## config.mk

```make
export PLATFORM = sky130hd
export DESIGN_NAME = battle_seq_multi_flat
export DESIGN_NICKNAME = d
export VERILOG_FILES = /design/src/rtl/battle_seq_multi_if.sv /design/src/rtl/battle_seq_multi.sv /design/src/flat_wrapper.sv
export SDC_FILE = /design/constraint.sdc
export NUM_CORES = 1
export LEC_CHECK = 0
export ABC_AREA = 0
export ABC_CLOCK_PERIOD_IN_PS = 5300
export BUFFER_PORTS_ARGS = -buffer_cell sky130_fd_sc_hd__buf_2
export CORE_MARGIN = 5
export CORE_UTILIZATION = 42
export CTS_CLUSTER_SIZE = 20
export DETAILED_ROUTE_END_ITERATION = 8
export GPL_TIMING_DRIVEN = 0
export PLACE_DENSITY_LB_ADDON = 0.25
export SLEW_MARGIN = 20
export SYNTH_ARGS = -nofsm -noshare
export SYNTH_HDL_FRONTEND = slang
export SYNTH_SLANG_ARGS = --single-unit
```

## constraint.sdc

```tcl
create_clock -name clk -period 5.3 [get_ports clk]
set_input_delay 0.265 -clock clk [delete_from_list [all_inputs] [get_ports clk]]
set_output_delay 0.265 -clock clk [all_outputs]
set_load 0.02 [all_outputs]
```

## src/rtl/battle_seq_multi_if.sv

```systemverilog
// ============================================================================
// battle_seq_multi_if : key/attack inputs and status outputs of the sequencer
// Revision: 1.0
// ============================================================================
`default_nettype none

interface battle_seq_multi_if #(
   parameter int N_MON = 3,
   parameter int HP_W  = 8
);
   localparam int TGT_W = (N_MON > 1) ? $clog2(N_MON) : 1;

   logic [3:0]            keyboard;
   logic                  atk_pass;
   logic [HP_W-1:0]       dmg_mon;
   logic                  is_death;
   logic [7:0]            state;
   logic [15:0]           player_instruction;
   logic                  is_move;
   logic [TGT_W-1:0]      target;
   logic [N_MON*HP_W-1:0] mon_hp;
   logic                  win;
   logic                  lose;

   modport slave (
      input  keyboard, atk_pass, dmg_mon, is_death,
      output state, player_instruction, is_move, target, mon_hp, win, lose
   );

   modport master (
      output keyboard, atk_pass, dmg_mon, is_death,
      input  state, player_instruction, is_move, target, mon_hp, win, lose
   );
endinterface

`default_nettype wire

```

## src/rtl/battle_seq_multi.sv

```systemverilog
// ============================================================================
// battle_seq_multi : multi-monster battle turn sequencer (target, attack, dodge)
// Revision: 1.0
// ============================================================================
`default_nettype none

module battle_seq_multi #(
   parameter int N_MON       = 3,
   parameter int HP_W        = 8,
   parameter int MON_HP_INIT = 100,
   parameter int ATK_WINDOW  = 200,
   parameter int DODGE_CYC   = 1000
) (
   input  wire logic              clk,
   input  wire logic              reset,
   battle_seq_multi_if.slave      bus
);

   localparam int TGT_W   = (N_MON > 1) ? $clog2(N_MON) : 1;
   localparam int TMR_MAX = (ATK_WINDOW > DODGE_CYC) ? ATK_WINDOW : DODGE_CYC;
   localparam int TMR_W   = $clog2(TMR_MAX + 1);
   localparam logic [TMR_W-1:0] ATK_LAST   = TMR_W'(ATK_WINDOW - 1);
   localparam logic [TMR_W-1:0] DODGE_LAST = TMR_W'(DODGE_CYC - 1);

   typedef enum logic [7:0] {
      S_MENU     = 8'h00,
      S_SELECT   = 8'h01,
      S_ATTACK   = 8'h02,
      S_MON_TURN = 8'h03,
      S_WIN      = 8'h04,
      S_LOSE     = 8'h05
   } state_t;

   state_t             state_q, state_n;
   logic [TGT_W-1:0]   target_q, target_n;
   logic [HP_W-1:0]    hp_q [N_MON];
   logic [HP_W-1:0]    hp_n [N_MON];
   logic [HP_W-1:0]    hp_if_hit [N_MON];
   logic [TMR_W-1:0]   timer_q, timer_n;
   logic [15:0]        instr_q, instr_n;
   logic               is_move_q, is_move_n;
   logic               win_q, win_n;
   logic               lose_q, lose_n;

   logic [3:0]         key_prev, key_edge;
   logic               k_confirm, k_cancel, k_left, k_right;
   logic [(1<<TGT_W)-1:0] alive;
   logic [TGT_W-1:0]   next_alive, prev_alive, lowest_alive;
   logic [HP_W-1:0]    tgt_hp, tgt_hp_hit;
   logic               all_dead_after_hit;

   function automatic logic [TGT_W-1:0] wrap_idx(input int base, input int off);
      return TGT_W'((base + off) % N_MON);
   endfunction

   function automatic logic [15:0] instr_code(input state_t s);
      case (s)
         S_MENU:     return 16'h0001;
         S_SELECT:   return 16'h0002;
         S_ATTACK:   return 16'h0003;
         S_MON_TURN: return 16'h0004;
         S_WIN:      return 16'h00F0;
         S_LOSE:     return 16'h00FF;
         default:    return 16'h0001;
      endcase
   endfunction

   // Edges are registered so that a press acts in the cycle after it is seen.
   always_ff @(posedge clk) begin
      if (reset) begin
         key_prev <= 4'b0;
         key_edge <= 4'b0;
      end else begin
         key_prev <= bus.keyboard;
         key_edge <= bus.keyboard & ~key_prev;
      end
   end

   assign k_confirm = key_edge[0];
   assign k_cancel  = key_edge[1] & ~key_edge[0];
   assign k_left    = key_edge[2] & ~(|key_edge[1:0]);
   assign k_right   = key_edge[3] & ~(|key_edge[2:0]);

   // Neighbour search: descending loops leave the nearest living index in place.
   always_comb begin
      alive        = '0;
      next_alive   = target_q;
      prev_alive   = target_q;
      lowest_alive = '0;
      for (int i = 0; i < N_MON; i++) begin
         alive[i] = (hp_q[i] != '0);
      end
      for (int k = N_MON - 1; k >= 1; k--) begin
         if (alive[wrap_idx(int'(target_q), k)])         next_alive = wrap_idx(int'(target_q), k);
         if (alive[wrap_idx(int'(target_q), N_MON - k)]) prev_alive = wrap_idx(int'(target_q), N_MON - k);
      end
      for (int i = N_MON - 1; i >= 0; i--) begin
         if (alive[i]) lowest_alive = TGT_W'(i);
      end
   end

   assign tgt_hp     = hp_q[target_q];
   assign tgt_hp_hit = (tgt_hp > bus.dmg_mon) ? (tgt_hp - bus.dmg_mon) : '0;

   always_comb begin
      all_dead_after_hit = 1'b1;
      for (int i = 0; i < N_MON; i++) begin
         hp_if_hit[i] = (TGT_W'(i) == target_q) ? tgt_hp_hit : hp_q[i];
         if (hp_if_hit[i] != '0) all_dead_after_hit = 1'b0;
      end
   end

   always_comb begin
      state_n  = state_q;
      target_n = target_q;
      hp_n     = hp_q;
      timer_n  = timer_q;
      case (state_q)
         S_MENU: begin
            if (k_confirm) begin
               state_n = S_SELECT;
               if (!alive[target_q]) target_n = lowest_alive;
            end
         end
         S_SELECT: begin
            if (k_confirm) begin
               state_n = S_ATTACK;
               timer_n = '0;
            end else if (k_cancel) begin
               state_n = S_MENU;
            end else if (k_left) begin
               target_n = prev_alive;
            end else if (k_right) begin
               target_n = next_alive;
            end
         end
         S_ATTACK: begin
            if (k_confirm) begin
               timer_n = '0;
               if (bus.atk_pass) begin
                  hp_n    = hp_if_hit;
                  state_n = all_dead_after_hit ? S_WIN : S_MON_TURN;
               end else begin
                  state_n = S_MON_TURN;
               end
            end else if (timer_q == ATK_LAST) begin
               timer_n = '0;
               state_n = S_MON_TURN;
            end else begin
               timer_n = timer_q + TMR_W'(1);
            end
         end
         S_MON_TURN: begin
            if (timer_q == DODGE_LAST) begin
               timer_n = '0;
               state_n = S_MENU;
            end else begin
               timer_n = timer_q + TMR_W'(1);
            end
         end
         S_WIN, S_LOSE: ;
         default: state_n = S_MENU;
      endcase

      // Player death overrides whatever the active phase decided this cycle.
      if (bus.is_death && (state_q != S_WIN) && (state_q != S_LOSE)) begin
         state_n  = S_LOSE;
         target_n = target_q;
         hp_n     = hp_q;
      end
   end

   always_comb begin
      instr_n   = instr_q;
      is_move_n = (state_n == S_MON_TURN);
      win_n     = win_q  | (state_n == S_WIN);
      lose_n    = lose_q | (state_n == S_LOSE);
      if (state_n != state_q) instr_n = instr_code(state_n);
   end

   always_ff @(posedge clk) begin
      if (reset) begin
         state_q   <= S_MENU;
         target_q  <= '0;
         timer_q   <= '0;
         instr_q   <= 16'h0001;
         is_move_q <= 1'b0;
         win_q     <= 1'b0;
         lose_q    <= 1'b0;
         for (int i = 0; i < N_MON; i++) hp_q[i] <= HP_W'(MON_HP_INIT);
      end else begin
         state_q   <= state_n;
         target_q  <= target_n;
         timer_q   <= timer_n;
         instr_q   <= instr_n;
         is_move_q <= is_move_n;
         win_q     <= win_n;
         lose_q    <= lose_n;
         hp_q      <= hp_n;
      end
   end

   assign bus.state              = state_q;
   assign bus.target             = target_q;
   assign bus.player_instruction = instr_q;
   assign bus.is_move            = is_move_q;
   assign bus.win                = win_q;
   assign bus.lose               = lose_q;

   for (genvar g = 0; g < N_MON; g++) begin : g_hp
      assign bus.mon_hp[g*HP_W +: HP_W] = hp_q[g];
   end

endmodule

`default_nettype wire
```

## src/flat_wrapper.sv

```systemverilog
// flat-port wrapper written by rule: the top's interface ports become plain ports
module battle_seq_multi_flat 
#(
   parameter int N_MON       = 3,
   parameter int HP_W        = 8,
   parameter int MON_HP_INIT = 100,
   parameter int ATK_WINDOW  = 200,
   parameter int DODGE_CYC   = 1000
)
  (clk, reset, bus_keyboard, bus_atk_pass, bus_dmg_mon, bus_is_death, bus_state, bus_player_instruction, bus_is_move, bus_target, bus_mon_hp, bus_win, bus_lose);
  battle_seq_multi_if #(.N_MON(N_MON), .HP_W(HP_W)) bus_i ();
  input  wire logic clk;
  input  wire logic reset;
  input wire logic [$bits(bus_i.keyboard)-1:0] bus_keyboard;
  input wire logic [$bits(bus_i.atk_pass)-1:0] bus_atk_pass;
  input wire logic [$bits(bus_i.dmg_mon)-1:0] bus_dmg_mon;
  input wire logic [$bits(bus_i.is_death)-1:0] bus_is_death;
  output wire logic [$bits(bus_i.state)-1:0] bus_state;
  output wire logic [$bits(bus_i.player_instruction)-1:0] bus_player_instruction;
  output wire logic [$bits(bus_i.is_move)-1:0] bus_is_move;
  output wire logic [$bits(bus_i.target)-1:0] bus_target;
  output wire logic [$bits(bus_i.mon_hp)-1:0] bus_mon_hp;
  output wire logic [$bits(bus_i.win)-1:0] bus_win;
  output wire logic [$bits(bus_i.lose)-1:0] bus_lose;
  assign bus_i.keyboard = bus_keyboard;
  assign bus_i.atk_pass = bus_atk_pass;
  assign bus_i.dmg_mon = bus_dmg_mon;
  assign bus_i.is_death = bus_is_death;
  assign bus_state = bus_i.state;
  assign bus_player_instruction = bus_i.player_instruction;
  assign bus_is_move = bus_i.is_move;
  assign bus_target = bus_i.target;
  assign bus_mon_hp = bus_i.mon_hp;
  assign bus_win = bus_i.win;
  assign bus_lose = bus_i.lose;
  battle_seq_multi #(.N_MON(N_MON), .HP_W(HP_W), .MON_HP_INIT(MON_HP_INIT), .ATK_WINDOW(ATK_WINDOW), .DODGE_CYC(DODGE_CYC)) u_core (.clk(clk), .reset(reset), .bus(bus_i));
endmodule
```

After elaboration in Yosys (flattened, before gate mapping)
Cells that the tools add are included.
W data, S select, Z words.
{"block": "word_totals", "register_bits": 71, "inputBits": 16, "out_inout_bits": 53, "elab_cells": 124}
{"block": "classes", "addsub": 4, "n_div": 2, "order_cmp": 5, "eq_ne": 25, "muxes": 46, "n_bitwise": 12, "n_reduce_logical": 18}
{"op": "$mux W8", "count": 14}
{"op": "$pmux W8 S5", "count": 2}
{"op": "$mod A32 B3 Y32 const B", "count": 2}
{"op": "$reduce_bool A8 Y1", "count": 6}
{"op": "$mux W10", "count": 4}
{"op": "$eq A8 B2 Y1 const B", "count": 4}
{"op": "$eq A8 B3 Y1 const B", "count": 4}
{"op": "$pmux W10 S3", "count": 1}
{"op": "$mux W2", "count": 13}
{"op": "$bmux W8 S2", "count": 1}
{"op": "$eq A8 B1 Y1 const B", "count": 2}
{"op": "$ne A8 B3 Y1 const B", "count": 2}
{"op": "$add A10 B1 Y10 const B", "count": 1}
{"op": "$eq A10 B10 Y1 const B", "count": 1}
{"op": "$eq A10 B8 Y1 const B", "count": 1}
{"op": "$lt A2 B3 Y1 const B", "count": 3}
{"op": "$reduce_and A9 Y1", "count": 1}
{"op": "$gt A8 B8 Y1", "count": 1}
{"op": "$logic_not A8 Y1", "count": 1}
{"op": "$ne A4 B4 Y1 const B", "count": 2}
{"op": "$ne A8 B8 Y1", "count": 1}
{"op": "$sub A8 B8 Y8", "count": 1}
{"op": "$bmux W1 S2", "count": 3}
{"op": "$mux W1", "count": 6}
{"op": "other kinds (24)", "count": 35}

Depth between registers and ports, before layout
{"block": "depth", "ltp_word": 18, "mapped_depth": 17, "ltp_nobuf": 16}

Worst setup path after synthesis
OpenSTA, ideal clock, no wires.
{"block": "synth_path", "path_type": "register to register", "start": "register u_core.target_q[1], in the netlist u_core.bus.target[1]", "end": "register u_core.instr_q[2], in the netlist u_core.bus.player_instruction[2]", "setup_ns": 0.066, "t_arrival_ns": 3.886, "required_time_ns": 5.234, "path_slack_ns": 1.348, "stages_incl_launch_ff": 18, "n_path_buf": 1, "period_less_slack_ns": 3.952, "path_cell_list": "dfxtp_1 -> buf_1 -> mux2i_1 -> nor2_1 -> a31oi_1 -> ha_1 -> fa_1 -> nor2b_4 -> o211ai_2 -> mux2i_1 -> or2_1 -> o21ai_1 -> a41oi_1 -> a211o_1 -> or3_1 -> o2111a_2 -> a211o_1 -> a21oi_2"}
{"block": "synth_via", "elab_chain_cells": 18, "elab_cells_between_ends": 31, "classes_between": "1 x add/sub; 1 x order compare; 8 x eq/ne; 16 x mux; 1 x bitwise; 4 x reduce/logical"}
{"element": "start: declaration", "line_no": "battle_seq_multi.sv:35", "source": "logic [TGT_W-1:0] target_q, target_n;"}
{"element": "start signal: assignment", "line_no": "battle_seq_multi.sv:193", "source": "target_q <= target_n;"}
{"element": "$not A2 Y3 (implied by the code)", "line_no": "battle_seq_multi.sv:102", "source": "assign tgt_hp = hp_q[target_q];"}
{"element": "$bmux W8 S2", "line_no": "battle_seq_multi.sv:102"}
{"element": "$mux W8 (implied by the code) (2 in a row)", "line_no": "battle_seq_multi.sv:102"}
{"element": "$sub A8 B8 Y8 or $gt A8 B8 Y1 (tied branches)", "line_no": "battle_seq_multi.sv:103", "source": "assign tgt_hp_hit = (tgt_hp > bus.dmg_mon) ? (tgt_hp - bus.dmg_mon) : '0;"}
{"element": "$mux W8", "line_no": "battle_seq_multi.sv:103"}
{"element": "$mux W8", "line_no": "battle_seq_multi.sv:108", "source": "hp_if_hit[i] = (TGT_W'(i) == target_q) ? tgt_hp_hit : hp_q[i];"}
{"element": "$reduce_bool A8 Y1", "line_no": "battle_seq_multi.sv:109", "source": "if (hp_if_hit[i] != '0) all_dead_after_hit = 1'b0;"}
{"element": "$mux W1 (2 in a row)", "line_no": "battle_seq_multi.sv:109"}
{"element": "$mux W1 (*)", "line_no": "battle_seq_multi.sv:109"}
{"element": "$mux W3 (*)", "line_no": "battle_seq_multi.sv:142", "source": "state_n = all_dead_after_hit ? S_WIN : S_MON_TURN;"}
{"element": "$mux W8 (*)", "line_no": "battle_seq_multi.sv:140", "source": "if (bus.atk_pass) begin"}
{"element": "$mux W8 (*)", "line_no": "battle_seq_multi.sv:138", "source": "if (k_confirm) begin"}
{"element": "$pmux W8 S5 (*)", "line_no": "battle_seq_multi.sv:118", "source": "case (state_q)"}
{"element": "$mux W8 (*)", "line_no": "battle_seq_multi.sv:166", "source": "if (bus.is_death && (state_q != S_WIN) && (state_q != S_LOSE)) begin"}
{"element": "$eq A8 B3 Y1, or another cell as far along", "line_no": "battle_seq_multi.sv:57", "source": "case (s)"}
{"element": "$pmux W8 S5", "line_no": "battle_seq_multi.sv:57"}
{"element": "end signal: assignment", "line_no": "battle_seq_multi.sv:195", "source": "instr_q <= instr_n;"}
{"element": "end: declaration", "line_no": "battle_seq_multi.sv:40", "source": "logic [15:0] instr_q, instr_n;"}
Mark *: on every way between the ends. The rest lies on a longest branch, timed or not. The select of a mux whose other input is x is not followed.
A chain may end at the register's enable or synchronous reset.

Worst setup path after layout
Same ends and word-level chain as after synthesis.

==> summary.md <==
| Metric | Value |
|---|---|
| GRT Total Usage | a little under a fifth |
| Crit path max-delay cell type | buf_1 |
| Global-route wire length before repair | ~15000 um |
| Gr ovfl total | 0 |
| WL/cell | 14.01 um |
| CP Max Fanout | 10 |
| Pleak | 0.001709 uW |
| Routed Antenna Nets | 0 |
| Critical path startpoint category | flop |
| Core Region | 0.008134 mm^2 |
| Reg-to-reg startpoint | u_core.bus.target[1] |
| Slew @ Worst Pin | a little under 0.7 ns |
| CTS resizes | 0 |
| Met3 Wirelength | between 600 and 700 um |
| Syn Area/Cell | 7.540 um^2 |
| Root Buffer | clkbuf_8 |
| R2R depth | 17 |
| Worst-Skew Late Latency | between 0.3 and 0.4 ns |
| Avg Vias per Cell | between 5 and 6 |
| DP Worst Slack | about 0.92 ns |
| Crit-path cells | buf_1, mux2i_1, nor2_1, a31oi_1, ha_1, fa_1, nor2b_4, o211ai_2, mux2i_1, or2_1, o21ai_1, a41oi_1, a211o_1, or3_1, o2111a_2, a211o_1, a21oi_2 |
| Critical path required time | 5.57 ns |
| IO Pins | about 70 |
| # hold bufs at CTS | 0 |
| Capturing point of the worst reg2reg path | u_core.bus.player_instruction[2] |
| WL met2 | about 4200 um |
| Yosys warns | 0 |
| Worst Setup Path Type | reg2reg |
| Number of distinct library cells after synthesis | 54 |
| Drt pass-1 iters | 5 |
| Post-synthesis sequential area ratio | 34.63% |
| Max Cap Viol | 0 |
| Routed via count | between 3000 and 4000 |
| Starting Density | a little over two fifths |
| WP data arrival | 4.69 ns |
| Post-route setup TNS | 0 ns |
| HP Start | reset |
| Fmax | around 230 MHz |
| Fin area | between 0.004 and 0.005 mm^2 |
| Max clock buf depth | 2 |
| Detailed Route WL | roughly 9000 um |
| Uppermost routed layer | met4 |
| # DRC | 0 |
| Non-Filler Instances | 653 |
| Class of the worst hold path | in2reg |
| Placement Cell Area | between 0.003 and 0.004 mm^2 |
| Placed cells | roughly 640 |
| Min-Delay Path Depth | 2 |
| CP max stage delay | about 0.55 ns |
| Seq cells post-synth | 60 |
| Setup-failing EPs final | 0 |
| RSZ-0062 raised after global routing | no |
| Placer Congestion | about 0.85 |
| DRT iter0 DRCs | 178 |
| Worst Setup Slack, final | a little under 0.9 ns |
| Layout area overhead | 19.59% |
| Pwr Density | 237.2 mW/mm^2 |
| Setup Buffers After CTS | 0 |
| Worst R2R Setup Slack | just under 0.9 ns |
| Die area | 0.01018 mm^2 |
| Share of cells above drive strength 1 | roughly a fifth |
| Die width | 100.9 um |
| Post-synth ARST share | 0% |
| Hold_ws | ~0.15 ns |
| Clock Skews | 0.008909 ns |
| CTS HTree Levels | 3 |
| Largest net degree at the start of global routing | 11 |
| Slew headroom | between 50 and 60% |
| Hpwl dp | just over 7000 um |
| CTS buffer count | 9 |
| Worst hold endpoint | u_core.key_prev[2] |
| Number of cells produced by synthesis | 460 |
| Vias in the first global route | around 3200 |
| CTS tree | done |
| FP Rows | 33 |
| Fin. max-slew vios | 0 |
| Ant. Diodes | 0 |
| NumNets Final | around 570 |
| Outcome | finished clean |
| Post-synth EDFFs | 0 |
| Period utilization | between 80% and 90% |
| # port buffers | 60 |
| Synth Cell Area | 0.003468 mm^2 |
| Worst-path clk slew | approximately 0.07 ns |
| Synth Flop Type | dfxtp_1 |
| Final hold vios | 0 |
| M1 WL | 4098 um |
| CTS Sinks | 60 |
| Initial antenna violation count | 0 |
| Die height | 100.9 um |
| Worst setup EP type | flop |
| Peak supply drop | 0.1953 mV |
| Post-layout min period | about 4.4 ns |
-- area by class of cell --
class                           instances  area, um^2
Multi-Input combinational cell        361        2071
Fill cell                             803        3986
Sequential cell                        60        1201
Clock inverter                          4       47.55
Tap cell                              105       131.4
Timing Repair Buffer                   60       300.3
Inverter                               19       71.32
Clock buffer                           12       155.1
Buffer                                 32       170.2
-- placed cells by master, fill, tap and decap left out, types with 3 or more instances in the layout --
master and count:
ha_1 13, o22ai_1 3, nor2b_1 13, nand3_1 4, nor2_1 50, nor3_1 15
or3b_2 5, a211o_1 8, dfxtp_1 60, o211ai_1 3, and3_1 7, a211oi_1 3
o21ai_0 27, xor2_1 5, inv_1 19, nand3b_1 4, a21oi_1 50, mux2i_1 13
buf_2 64, conb_1 13, nor4_1 5, clkbuf_1 16, nand2b_1 3, or3_1 6
clkbuf_8 11, buf_4 12, nand4_1 5, nand2_1 70
-- kinds of logic (layout without fill, tap and decap cells) --
kind of cell / Yosys count / after routing / share of synthesized area [%]
AOI/OAI and AO/OA: 117 / 117 / 20.56
DFF: 60 / 60 / 34.63
muxes: 13 / 13 / 3.752
adders and majority gates: 14 / 14 / 5.267
other: 1 / 13 / 0.1081
xor gates and xnor gates: 7 / 7 / 1.768
and+or+nand+nor: 197 / 197 / 26.95
buffers and inverters: 51 / 127 / 6.962
-- stage by stage --
stage,total power [uW],utilization (%)
final,984.0,50.99
after global routing,1032,50.99
after CTS,996.8,50.99
after detailed placement,579.8,48.50
after global placement,578.5,48.50
after floorplan,550.3,-
-- cells in the mapped netlist, drive strengths merged (4+ instances only) --
cell type | instances | area [um^2]
nand3b | 4 | 30.03
or3 | 6 | 37.54
nor3 | 15 | 75.07
and2 | 4 | 25.02
nand2 | 70 | 262.8
nand4 | 5 | 31.28
a211o | 9 | 80.08
xor2 | 5 | 43.79
clkbuf | 15 | 56.30
or2 | 4 | 25.02
o211ai | 4 | 35.03
buf | 17 | 113.9
ha | 13 | 162.7
a21oi | 52 | 267.8
nand3 | 4 | 20.02
mux2i | 13 | 130.1
and3 | 7 | 43.79
dfxtp | 60 | 1201
o21ai | 28 | 140.1
nor2 | 50 | 187.7
nor4 | 5 | 31.28
nor2b | 14 | 95.09
inv | 19 | 71.32
or3b | 5 | 43.79
-- per-layer routing --
| metal | GRT usage [%] | vias to the layer above |
|---|---|---|
| li1 | - | 1743 |
| met1 | 23.85 | 1594 |
| met5 | 0 | - |
| met2 | 28.91 | 116 |
| met3 | 3.737 | 21 |
| met4 | 7.254 | 0 |
-- report_power, final --
group | total, uW | internal [uW] | switching [uW]
logic | 106 | 39.8 | 65.8
registers | 465 | 460 | 4.68
clock network | 413 | 241 | 172
total | 984 | 741 | 243
-- worst max path at each step --
stage	startpoint	end	slack [ns]	cells after the start
final	u_core.bus.target[1]	u_core.bus.player_instruction[2]	0.89	17
after global routing	u_core.bus.target[1]	u_core.bus.player_instruction[2]	0.69	17
after CTS	u_core.bus.target[1]	u_core.bus.player_instruction[2]	0.89	17
after global placement	u_core.bus.target[1]	u_core.bus.player_instruction[2]	0.95	17
after detailed placement	u_core.bus.target[1]	u_core.bus.player_instruction[2]	0.92	17
after floorplan	u_core.bus.target[1]	u_core.bus.player_instruction[2]	1.35	17
-- critical path, delay by kind of cell, from the launching register on --
family                   cells  cell delay [ns]
flip-flops                   1             0.43
AO/OA/AOI/OAI                8             1.43
multiplexers                 2             0.32
adder cells (fa/ha/maj)      2             0.68
buffers and inverters        1             0.55
AND/OR/NAND/NOR              4             0.93
-- state kept, by name, summed over array words and instances, names as in the netlist --
signal,flops
u_core.bus.mon_hp,24
u_core.timer_q,10
u_core.bus.state,8
u_core.bus.player_instruction,5
u_core.key_edge,4
u_core.key_prev,4
u_core.bus.target,2
u_core.bus.is_move,1
u_core.bus.lose,1
u_core.bus.win,1
(Power assumes the default switching activity.)
